<file path="src/rtl/ippcrc_crc32_stream_if.sv">
// Stream interface for ippcrc_crc32_stream: packet input words plus CRC result/status.
// master drives the packet stream, slave is the CRC engine.
interface ippcrc_crc32_stream_if #(
    parameter int DW   = 64,
    parameter int NBW  = 6,
    parameter int CNTW = 16
);
    logic            chk;
    logic            vld;
    logic            sop;
    logic            eop;
    logic [NBW-1:0]  nbyte;
    logic [DW-1:0]   di;
    logic            crc_vld;
    logic [31:0]     crc_out;
    logic            crc_err;
    logic            abort;
    logic [CNTW-1:0] pkt_cnt;
    logic [CNTW-1:0] err_cnt;

    modport master (
        output chk, vld, sop, eop, nbyte, di,
        input  crc_vld, crc_out, crc_err, abort, pkt_cnt, err_cnt
    );

    modport slave (
        input  chk, vld, sop, eop, nbyte, di,
        output crc_vld, crc_out, crc_err, abort, pkt_cnt, err_cnt
    );
endinterface

</file>
<file path="src/rtl/ippcrc_crc32_stream.sv">
// ippcrc_crc32_stream: streaming CRC-32 (poly 0x04C11DB7, MSB-first, init all-ones)
// with generate/check modes, partial last words and saturating packet/error counters.
// Build option: define IPPCRC_OUT_INV_EN to invert the reported CRC (CRC-32/BZIP2);
// leave it undefined for the plain register value (CRC-32/MPEG-2).
//
// state   | meaning
// --------+-----------------------------------------------------------
// S_IDLE  | between packets; only a valid sop word starts a packet
// S_INPKT | inside a packet; words accumulate until eop, sop restarts
module ippcrc_crc32_stream #(
    parameter int DW   = 64,
    parameter int NBW  = 6,
    parameter int CNTW = 16
) (
    input  logic                  i_clk,
    input  logic                  i_rst,
    ippcrc_crc32_stream_if.slave  io_bus
);
    localparam int          NB      = DW / 8;
    localparam logic [31:0] POLY    = 32'h04C1_1DB7;
    localparam logic [31:0] INIT    = 32'hFFFF_FFFF;
    localparam logic [31:0] RESIDUE = 32'hC704_DD7B;

    localparam logic [0:0] S_IDLE  = 1'b0;
    localparam logic [0:0] S_INPKT = 1'b1;

    logic [0:0]      r_state;
    logic [31:0]     r_crc;
    logic            r_chk;
    logic            r_crc_vld;
    logic [31:0]     r_crc_out;
    logic            r_crc_err;
    logic            r_abort;
    logic [CNTW-1:0] r_pkt_cnt;
    logic [CNTW-1:0] r_err_cnt;

    logic            w_start;
    logic            w_active;
    logic            w_chk;
    logic [31:0]     w_seed;
    logic [NBW-1:0]  w_nsel;
    logic [31:0]     w_nxt;
    logic [31:0]     w_out;
    logic            w_err;

    // One byte through the LFSR, wire order: bit 0 of the field is the byte MSB.
    function automatic logic [31:0] crc_byte(input logic [31:0] c, input logic [7:0] d);
        logic [31:0] v_c;
        logic        v_fb;
        v_c = c;
        for (int j = 0; j < 8; j++) begin
            v_fb = v_c[31] ^ d[j];
            v_c  = {v_c[30:0], 1'b0} ^ (v_fb ? POLY : 32'h0);
        end
        return v_c;
    endfunction

    // A sop word is accepted in either state and always reseeds and relatches the mode.
    always_comb begin
        w_start  = io_bus.vld & io_bus.sop;
        w_active = io_bus.vld & (io_bus.sop | (r_state == S_INPKT));
        w_seed   = w_start ? INIT : r_crc;
        w_chk    = w_start ? io_bus.chk : r_chk;
    end

    // Byte count used on this word: full word unless a short eop word says otherwise.
    always_comb begin
        w_nsel = NBW'(NB);
        if (io_bus.eop && (io_bus.nbyte != '0) && (io_bus.nbyte < NBW'(NB)))
            w_nsel = io_bus.nbyte;
    end

    // Byte-stage cascade with a tap after every stage; the selected tap is the next CRC.
    always_comb begin
        logic [31:0] v_c;
        v_c   = w_seed;
        w_nxt = w_seed;
        for (int k = 0; k < NB; k++) begin
            v_c = crc_byte(v_c, io_bus.di[8*k +: 8]);
            if (w_nsel == NBW'(k + 1))
                w_nxt = v_c;
        end
    end

    // Reported value and check-mode residue compare (always on the raw register value).
    always_comb begin
`ifdef IPPCRC_OUT_INV_EN
        w_out = ~w_nxt;
`else
        w_out = w_nxt;
`endif
        w_err = w_chk & (w_nxt != RESIDUE);
    end

    // Packet FSM, CRC accumulator, result registers and saturating counters.
    always_ff @(posedge i_clk) begin
        if (i_rst) begin
            r_state   <= S_IDLE;
            r_crc     <= INIT;
            r_chk     <= 1'b0;
            r_crc_vld <= 1'b0;
            r_crc_out <= 32'h0;
            r_crc_err <= 1'b0;
            r_abort   <= 1'b0;
            r_pkt_cnt <= '0;
            r_err_cnt <= '0;
        end else begin
            r_crc_vld <= 1'b0;
            r_abort   <= w_start & (r_state == S_INPKT);
            if (w_start)
                r_chk <= io_bus.chk;
            if (w_active) begin
                if (io_bus.eop) begin
                    r_state   <= S_IDLE;
                    r_crc     <= INIT;
                    r_crc_vld <= 1'b1;
                    r_crc_out <= w_out;
                    r_crc_err <= w_err;
                    if (r_pkt_cnt != '1)
                        r_pkt_cnt <= r_pkt_cnt + CNTW'(1);
                    if (w_err && (r_err_cnt != '1))
                        r_err_cnt <= r_err_cnt + CNTW'(1);
                end else begin
                    r_state <= S_INPKT;
                    r_crc   <= w_nxt;
                end
            end
        end
    end

    assign io_bus.crc_vld = r_crc_vld;
    assign io_bus.crc_out = r_crc_out;
    assign io_bus.crc_err = r_crc_err;
    assign io_bus.abort   = r_abort;
    assign io_bus.pkt_cnt = r_pkt_cnt;
    assign io_bus.err_cnt = r_err_cnt;
endmodule

</file>
<file path="src/flat_wrapper.sv">
// flat-port wrapper written by rule: the top's interface ports become plain ports
module ippcrc_crc32_stream_flat 
#(
    parameter int DW   = 64,
    parameter int NBW  = 6,
    parameter int CNTW = 16
)
  (i_clk, i_rst, io_bus_chk, io_bus_vld, io_bus_sop, io_bus_eop, io_bus_nbyte, io_bus_di, io_bus_crc_vld, io_bus_crc_out, io_bus_crc_err, io_bus_abort, io_bus_pkt_cnt, io_bus_err_cnt);
  ippcrc_crc32_stream_if #(.DW(DW), .NBW(NBW), .CNTW(CNTW)) io_bus_i ();
  input  logic i_clk;
  input  logic i_rst;
  input wire logic [$bits(io_bus_i.chk)-1:0] io_bus_chk;
  input wire logic [$bits(io_bus_i.vld)-1:0] io_bus_vld;
  input wire logic [$bits(io_bus_i.sop)-1:0] io_bus_sop;
  input wire logic [$bits(io_bus_i.eop)-1:0] io_bus_eop;
  input wire logic [$bits(io_bus_i.nbyte)-1:0] io_bus_nbyte;
  input wire logic [$bits(io_bus_i.di)-1:0] io_bus_di;
  output wire logic [$bits(io_bus_i.crc_vld)-1:0] io_bus_crc_vld;
  output wire logic [$bits(io_bus_i.crc_out)-1:0] io_bus_crc_out;
  output wire logic [$bits(io_bus_i.crc_err)-1:0] io_bus_crc_err;
  output wire logic [$bits(io_bus_i.abort)-1:0] io_bus_abort;
  output wire logic [$bits(io_bus_i.pkt_cnt)-1:0] io_bus_pkt_cnt;
  output wire logic [$bits(io_bus_i.err_cnt)-1:0] io_bus_err_cnt;
  assign io_bus_i.chk = io_bus_chk;
  assign io_bus_i.vld = io_bus_vld;
  assign io_bus_i.sop = io_bus_sop;
  assign io_bus_i.eop = io_bus_eop;
  assign io_bus_i.nbyte = io_bus_nbyte;
  assign io_bus_i.di = io_bus_di;
  assign io_bus_crc_vld = io_bus_i.crc_vld;
  assign io_bus_crc_out = io_bus_i.crc_out;
  assign io_bus_crc_err = io_bus_i.crc_err;
  assign io_bus_abort = io_bus_i.abort;
  assign io_bus_pkt_cnt = io_bus_i.pkt_cnt;
  assign io_bus_err_cnt = io_bus_i.err_cnt;
  ippcrc_crc32_stream #(.DW(DW), .NBW(NBW), .CNTW(CNTW)) u_core (.i_clk(i_clk), .i_rst(i_rst), .io_bus(io_bus_i));
endmodule
</file>
<file path="config.mk">
export PLATFORM = sky130hd
export DESIGN_NAME = ippcrc_crc32_stream_flat
export DESIGN_NICKNAME = d
export VERILOG_FILES = /design/src/rtl/ippcrc_crc32_stream_if.sv /design/src/rtl/ippcrc_crc32_stream.sv /design/src/flat_wrapper.sv
export SDC_FILE = /design/constraint.sdc
export NUM_CORES = 1
export LEC_CHECK = 0
export BUFFER_PORTS_ARGS = -buffer_cell sky130_fd_sc_hd__clkbuf_2
export CAP_MARGIN = 30
export CORE_AREA = 2 2 247 249
export DETAILED_ROUTE_END_ITERATION = 6
export DIE_AREA = 0 0 249 251
export HOLD_SLACK_MARGIN = 0.12
export PLACE_DENSITY_LB_ADDON = 0.2
export SYNTH_ARGS = -nofsm -noshare
export SYNTH_HDL_FRONTEND = slang
export SYNTH_SLANG_ARGS = --single-unit
</file>
<file path="constraint.sdc">
create_clock -name i_clk -period 9.64 [get_ports i_clk]
set_input_delay 0.964 -clock i_clk [delete_from_list [all_inputs] [get_ports i_clk]]
set_output_delay 0.964 -clock i_clk [all_outputs]
set_load 0.1 [all_outputs]
</file>
# Word level (Yosys, flattened, before mapping)
# Cells that the tools add are included.
# classes
n_mux	78
magnitude_cmp	1
eq_ne	11
reduce_logical	8
bitwise	134
addsub	2
# op_table
operator	count
$xor A32 B32 Y32	64
$mux W27	64
$mux W32	10
$xor A1 B1 Y1	64
$add A16 B1 Y16 const B	2
$ne A16 B16 Y1 const B	2
$ne A32 B32 Y1 const B	1
$eq A6 B3 Y1 const B	4
$eq A6 B2 Y1 const B	2
$eq A6 B1 Y1 const B	1
$eq A6 B4 Y1 const B	1
$lt A6 B4 Y1 const B	1
$mux W6	1
$reduce_and A3 Y1	2
$reduce_bool A6 Y1	1
$and A1 B1 Y1	4
$logic_and A1 B1 Y1	3
$mux W1	3
$reduce_and A2 Y1	1
$reduce_or A2 Y1	1
$not A1 Y1	1
$or A1 B1 Y1	1
# word_totals
out_inout_bits	67
input_bits	76
ff_bits	101
elab_cells	243

# Logic depth before layout (Yosys ltp)
# logic_depth
ltp_word	199
depth_mapped	29
mapped_depth_nobuf	21

# Worst setup path before layout
# No wires, ideal clock.
# synth_timing
path_type	input port to flip-flop
from	in io_bus_vld
to	reg u_core.r_err_cnt[11], in the netlist u_core.io_bus.err_cnt[11]
path_stages	25
t_arrival_ps	8624
n_path_buf	4
setup_time_ps	115
t_required_ps	9525
path_slack_ps	901
cell_sequence	buf_4 -> a21oi_1 -> mux2i_4 -> xnor2_4 -> xor3_2 -> xnor3_4 -> xor2_4 -> xor2_4 -> xnor3_2 -> xnor3_4 -> xor2_4 -> xnor3_2 -> xor3_1 -> xnor3_2 -> xor3_1 -> xnor3_1 -> a21oi_1 -> or4b_1 -> or3_1 -> buf_2 -> o21ai_2 -> buf_6 -> buf_12 -> nor4_1 -> o21ba_1
# synth_between
elab_chain_len	93
elab_cells_between_ends	208
classes_between	1 x eq/ne; 74 x mux; 131 x bitwise; 2 x reduce/logical
# synth_rtl
item	line_no	source
from (decl)	flat_wrapper.sv:13	input wire logic [$bits(io_bus_i.vld)-1:0] io_bus_vld;
$and A1 B1 Y1	ippcrc_crc32_stream.sv:60	w_start = io_bus.vld & io_bus.sop;
$mux W32	ippcrc_crc32_stream.sv:62	w_seed = w_start ? INIT : r_crc;
$xor A1 B1 Y1 / $xor A32 B32 Y32 (equally long branches)	ippcrc_crc32_stream.sv:52, ippcrc_crc32_stream.sv:53	
$mux W27 (tied with other cells)	ippcrc_crc32_stream.sv:53	v_c = {v_c[30:0], 1'b0} ^ (v_fb ? POLY : 32'h0);
$xor A32 B32 Y32 (tied with other cells) (2 in a row)	ippcrc_crc32_stream.sv:53	
$xor A32 B32 Y32 / $mux W27 (equally long branches)	ippcrc_crc32_stream.sv:53	
$xor A32 B32 Y32 (3 in a row)	ippcrc_crc32_stream.sv:53	
$xor A1 B1 Y1 / $xor A32 B32 Y32 (equally long branches)	ippcrc_crc32_stream.sv:52, ippcrc_crc32_stream.sv:53	
[... 74 more ...]	n/a	
$xor A1 B1 Y1 (tied with other cells)	ippcrc_crc32_stream.sv:52	v_fb = v_c[31] ^ d[j];
$mux W27 / $xor A32 B32 Y32 (equally long branches)	ippcrc_crc32_stream.sv:53	
$xor A32 B32 Y32	ippcrc_crc32_stream.sv:53	
$mux W32	ippcrc_crc32_stream.sv:80	if (w_nsel == NBW'(k + 1))
$ne A32 B32 Y1	ippcrc_crc32_stream.sv:92	w_err = w_chk & (w_nxt != RESIDUE);
$and A1 B1 Y1	ippcrc_crc32_stream.sv:92	
$logic_and A1 B1 Y1	ippcrc_crc32_stream.sv:121	if (w_err && (r_err_cnt != '1))
$reduce_and A3 Y1 (no source line) *	n/a	
to (signal assigned)	ippcrc_crc32_stream.sv:122	r_err_cnt <= r_err_cnt + CNTW'(1);
to (decl)	ippcrc_crc32_stream.sv:35	logic [CNTW-1:0] r_err_cnt;
# Mark *: on every way between the ends. The rest lies on a longest branch, timed or not.
# A chain may end at the register's enable or synchronous reset.

# Worst setup path after layout
# layout_timing
from	in io_bus_di[0]
to	reg u_core.r_err_cnt[1], in the netlist u_core.io_bus.err_cnt[1]
# layout_between
elab_chain_len	91
elab_cells_between_ends	180
classes_between	1 x eq/ne; 60 x mux; 117 x bitwise; 2 x reduce/logical
# layout_rtl
item	line_no	source
from (decl)	flat_wrapper.sv:17	input wire logic [$bits(io_bus_i.di)-1:0] io_bus_di;
$xor A1 B1 Y1 *	ippcrc_crc32_stream.sv:52	
$mux W27 *	ippcrc_crc32_stream.sv:53	
$xor A32 B32 Y32 * (6 in a row)	ippcrc_crc32_stream.sv:53	
$xor A1 B1 Y1 / $xor A32 B32 Y32 (equally long branches)	ippcrc_crc32_stream.sv:52, ippcrc_crc32_stream.sv:53	
$mux W27 / $xor A32 B32 Y32 (equally long branches)	ippcrc_crc32_stream.sv:53	
$xor A32 B32 Y32 * (2 in a row)	ippcrc_crc32_stream.sv:53	
$xor A32 B32 Y32 / $mux W27 (equally long branches)	ippcrc_crc32_stream.sv:53	
$xor A32 B32 Y32 (3 in a row)	ippcrc_crc32_stream.sv:53	
[... 67 more ...]	n/a	
$xor A1 B1 Y1 / $xor A32 B32 Y32 (equally long branches)	ippcrc_crc32_stream.sv:52, ippcrc_crc32_stream.sv:53	
$mux W27 / $xor A32 B32 Y32 (equally long branches)	ippcrc_crc32_stream.sv:53	
$xor A32 B32 Y32	ippcrc_crc32_stream.sv:53	
$mux W32 *	ippcrc_crc32_stream.sv:80	
$ne A32 B32 Y1 *	ippcrc_crc32_stream.sv:92	
$and A1 B1 Y1 *	ippcrc_crc32_stream.sv:92	
$logic_and A1 B1 Y1 *	ippcrc_crc32_stream.sv:121	
$reduce_and A3 Y1 (no source line) *	n/a	
# Marks and branches as above.

==> flow_summary_export.csv <==
group,metric,value,unit
worst_setup_path,crit_path_start_kind,"primary input",
yosys,synth_seq_cells,101,
hold_path,min_from,"u_core.io_bus.crc_out[25]",
yosys,synth_area,17750,µm²
yosys,synth.avg_cell_area,9.779,µm²
timing,rsz0062_at_grt,"false",
routing,vias_per_cell,5.154,
routing,wl,72630,µm
timing,fin_crit_sh,0.9685,
cts,clock_sinks,101,
cells_and_area,drive_gt1_frac,0.2097,
routing,wl_per_cell,26.02,µm
routing,vias,14390,
global_route,grt_max_degree,102,
worst_setup_path,r2r_cells,24,
hold_path,holdPathEnd,"u_core.io_bus.crc_out[25]",
timing,timing.final.crit_period,9336,ps
cts,clkTransAtPathRegs,70,ps
global_route,grt_use_total,0.2289,
cells_and_area,fin_nets,2081,
run,maxCapViolations,0,
timing,max_slew_margin,0.3610,
timing,tightest_slew,951.7,ps
yosys,ys_seq_area_frac,0.1139,
cells_and_area,final_area,20380,µm²
placement,port_buffers,142,
die,core,59790,µm²
cts,clock_latency,340,ps
hold_path,hp-class,"flop to flop",
worst_setup_path,r2r-start,"u_core.r_crc[31]",
worst_setup_path,timing.rr.end,"u_core.io_bus.err_cnt[1]",
global_route,grt_pass1_wl,105300,µm
die,io_pins,143,
cells_and_area,layout_common_cells,"xnor2_1 (406), xnor3_1 (157), nor2_1 (154)",
worst_setup_path,cp_max_fo,20,
die,start_util,0.2968,
cells_and_area,final_util,0.3408,
worst_setup_path,critical_path_class,"primary input to flop",
die,die-area,62500,µm²
cells_and_area,multiInputGateArea,15210,µm²
yosys,async_flop_share,0,
yosys,yosysUniqueCellTypes,78,
hold_path,min_path_cells,2,
die,die_w,249,µm
yosys,synth_warnings,0,
worst_setup_path,r2r_setup_slack,580,ps
timing,fmax,0.1071,GHz
outcome,status,"finished, final reports clean",
global_route,busiest_layer,"met2",
cells_and_area,seq_area,2022,µm²
cts,clockRootBuffer,"clkbuf_16",
worst_setup_path,crit_arrival,9530,ps
cells_and_area,final_common_cell,"xnor2_1",
yosys,synth_ff_type,"dfxtp_1",
placement,gp_congestion,0.9566,
die,num_rows,90,
die,die_height,251,µm
global_route,overflow,0,
placement,post-dp-hpwl,60170,µm
global_route,gr-usage-met2,0.3834,
timing,hold_viol,0,
yosys,synth_edf_count,0,
cts,cts_setup_buffers,0,
worst_setup_path,crit_required,9830,ps
routing,ant_nets,0,
cts,htreeDepth,3,
timing,finClkSkew,9.089,ps
cts,ctsLongestPathBuffers,2,
routing,drt_iter0_markers,1348,
cts,cts_made_buffers,9,
timing,slew_viol_final,0,
routing,drc,0,
yosys,syn_inst,1815,
cells_and_area,syn2layout_area_growth,14.80,%
yosys,syn-num-nets,1893,
global_route,met3_usage,0.01771,
placement,place_area,20010,µm²
timing,setup_tns,0,ps
timing,setup_viol,0,
global_route,grt_util_met1,0.3213,
worst_setup_path,cp-end-kind,"flop",
cts,cts_tree,"built",
cells_and_area,num-fill-cells,6223,
global_route,antenna_found_initial,1,
routing,first_pass_iters,7,
global_route,grt_pass1_vias,14530,
## metrics by stage
step | setup slack, ps | hold WS, ps | instances
global placement | -255.3 | 446.5 | 2773
detailed placement | -205.5 | 455.3 | 2774
CTS | 129.9 | 464.8 | 2790
floorplan | 901.0 | 470.9 | 1815
global route | 45.83 | 481.9 | 2790
finish | 303.7 | 459.9 | 2791
## per-layer routing
metal | wire length, µm | up-vias
li1 | - | 6629
met1 | 32880 | 7155
met2 | 34400 | 522
met3 | 3641 | 78
met4 | 1700 | 2
met5 | 9 | -
## worst max-delay path: stages
cell,delay [ps]
clkbuf_2,280
xor2_1,260
xnor2_1,360
xnor2_4,250
xor3_2,540
xnor3_4,590
xor2_4,280
xnor2_2,500
xnor3_1,600
xnor3_4,590
xor2_4,240
xnor3_2,460
xor3_1,430
xnor3_2,520
xnor2_1,170
buf_4,180
xnor2_1,280
o2111ai_1,160
a2111oi_1,700
buf_4,210
nand4_1,120
buf_4,200
o21ai_2,100
buf_4,250
mux2i_1,210
nor2_1,50
## kinds of logic after synthesis
kind of cell	Yosys count	synth area share
simple gates	413	0.1050
buf+inv	116	0.03271
flops	101	0.1139
compound gates	343	0.1283
xor+xnor	828	0.6111
mux	12	0.007543
fa+ha+maj	2	0.001410
## cell type report
cell class | count | area share
Multi-Input combinational cell | 1598 | 0.7463
Sequential cell | 101 | 0.09923
Timing Repair Buffer | 290 | 0.08941
Tap cell | 782 | 0.04802
Clock buffer | 10 | 0.01173
Clock inverter | 6 | 0.004605
Inverter | 3 | 0.0005527
Antenna cell | 1 | 0.0001228
## synthesized netlist by cell type, types with 6 or more instances
| library cell | number | area [µm²] |
|---|---|---|
| a211oi_1 | 65 | 488.0 |
| nor2b_1 | 6 | 37.54 |
| nor3_1 | 37 | 185.2 |
| nor2_1 | 154 | 578.1 |
| nor4_1 | 7 | 43.79 |
| xor3_1 | 28 | 665.6 |
| or3_1 | 6 | 37.54 |
| buf_6 | 8 | 90.09 |
| buf_2 | 9 | 45.04 |
| xnor3_2 | 11 | 261.5 |
| xor2_2 | 12 | 195.2 |
| xnor2_2 | 33 | 536.8 |
| and3_1 | 11 | 68.82 |
| nand2b_1 | 21 | 131.4 |
| xnor3_1 | 157 | 3536 |
| o211ai_1 | 52 | 390.4 |
| clkbuf_1 | 73 | 274.0 |
| xnor2_1 | 409 | 3582 |
| or2_2 | 14 | 87.58 |
| o21ai_0 | 51 | 255.2 |
| mux2i_1 | 10 | 100.1 |
| xnor2_4 | 10 | 275.3 |
| nand2_1 | 112 | 420.4 |
| o221ai_1 | 7 | 61.31 |
| o22ai_1 | 19 | 118.9 |
| xor2_1 | 150 | 1314 |
| nand3_1 | 25 | 125.1 |
| xor2_4 | 11 | 302.8 |
| buf_4 | 15 | 112.6 |
| dfxtp_1 | 101 | 2022 |
| buf_1 | 6 | 22.52 |
| o21ba_1 | 8 | 80.08 |
| a31oi_1 | 6 | 37.54 |
| a21oi_1 | 87 | 435.4 |
## registers in the layout, indices dropped and copies added (netlist names)
signal	count
u_core.io_bus.abort	1
u_core.io_bus.crc_err	1
u_core.io_bus.crc_out	32
u_core.io_bus.crc_vld	1
u_core.io_bus.err_cnt	16
u_core.io_bus.pkt_cnt	16
u_core.r_chk	1
u_core.r_crc	32
u_core.r_state	1
## worst max-delay path by stage
stage / startpoint / endpoint / slack [ps] / cells after the start
final: io_bus_di[0] / u_core.io_bus.err_cnt[1] / 300 / 26
after global routing: io_bus_di[0] / u_core.io_bus.err_cnt[1] / 50 / 23
after CTS: io_bus_sop / u_core.io_bus.err_cnt[1] / 130 / 27
after detailed placement: io_bus_sop / u_core.io_bus.err_cnt[1] / -210 / 27
after global placement: io_bus_sop / u_core.io_bus.err_cnt[1] / -260 / 27
after floorplan: io_bus_vld / u_core.io_bus.err_cnt[11] / 900 / 25
## repair_timing
item                                    CTS  global route
endpoints found under the setup margin    0            17
resized for setup                         0             6
hold buffers                              0             0
Power is not shown: default switching activity piles up to over one toggle a cycle in this logic, so the estimate is an artifact.
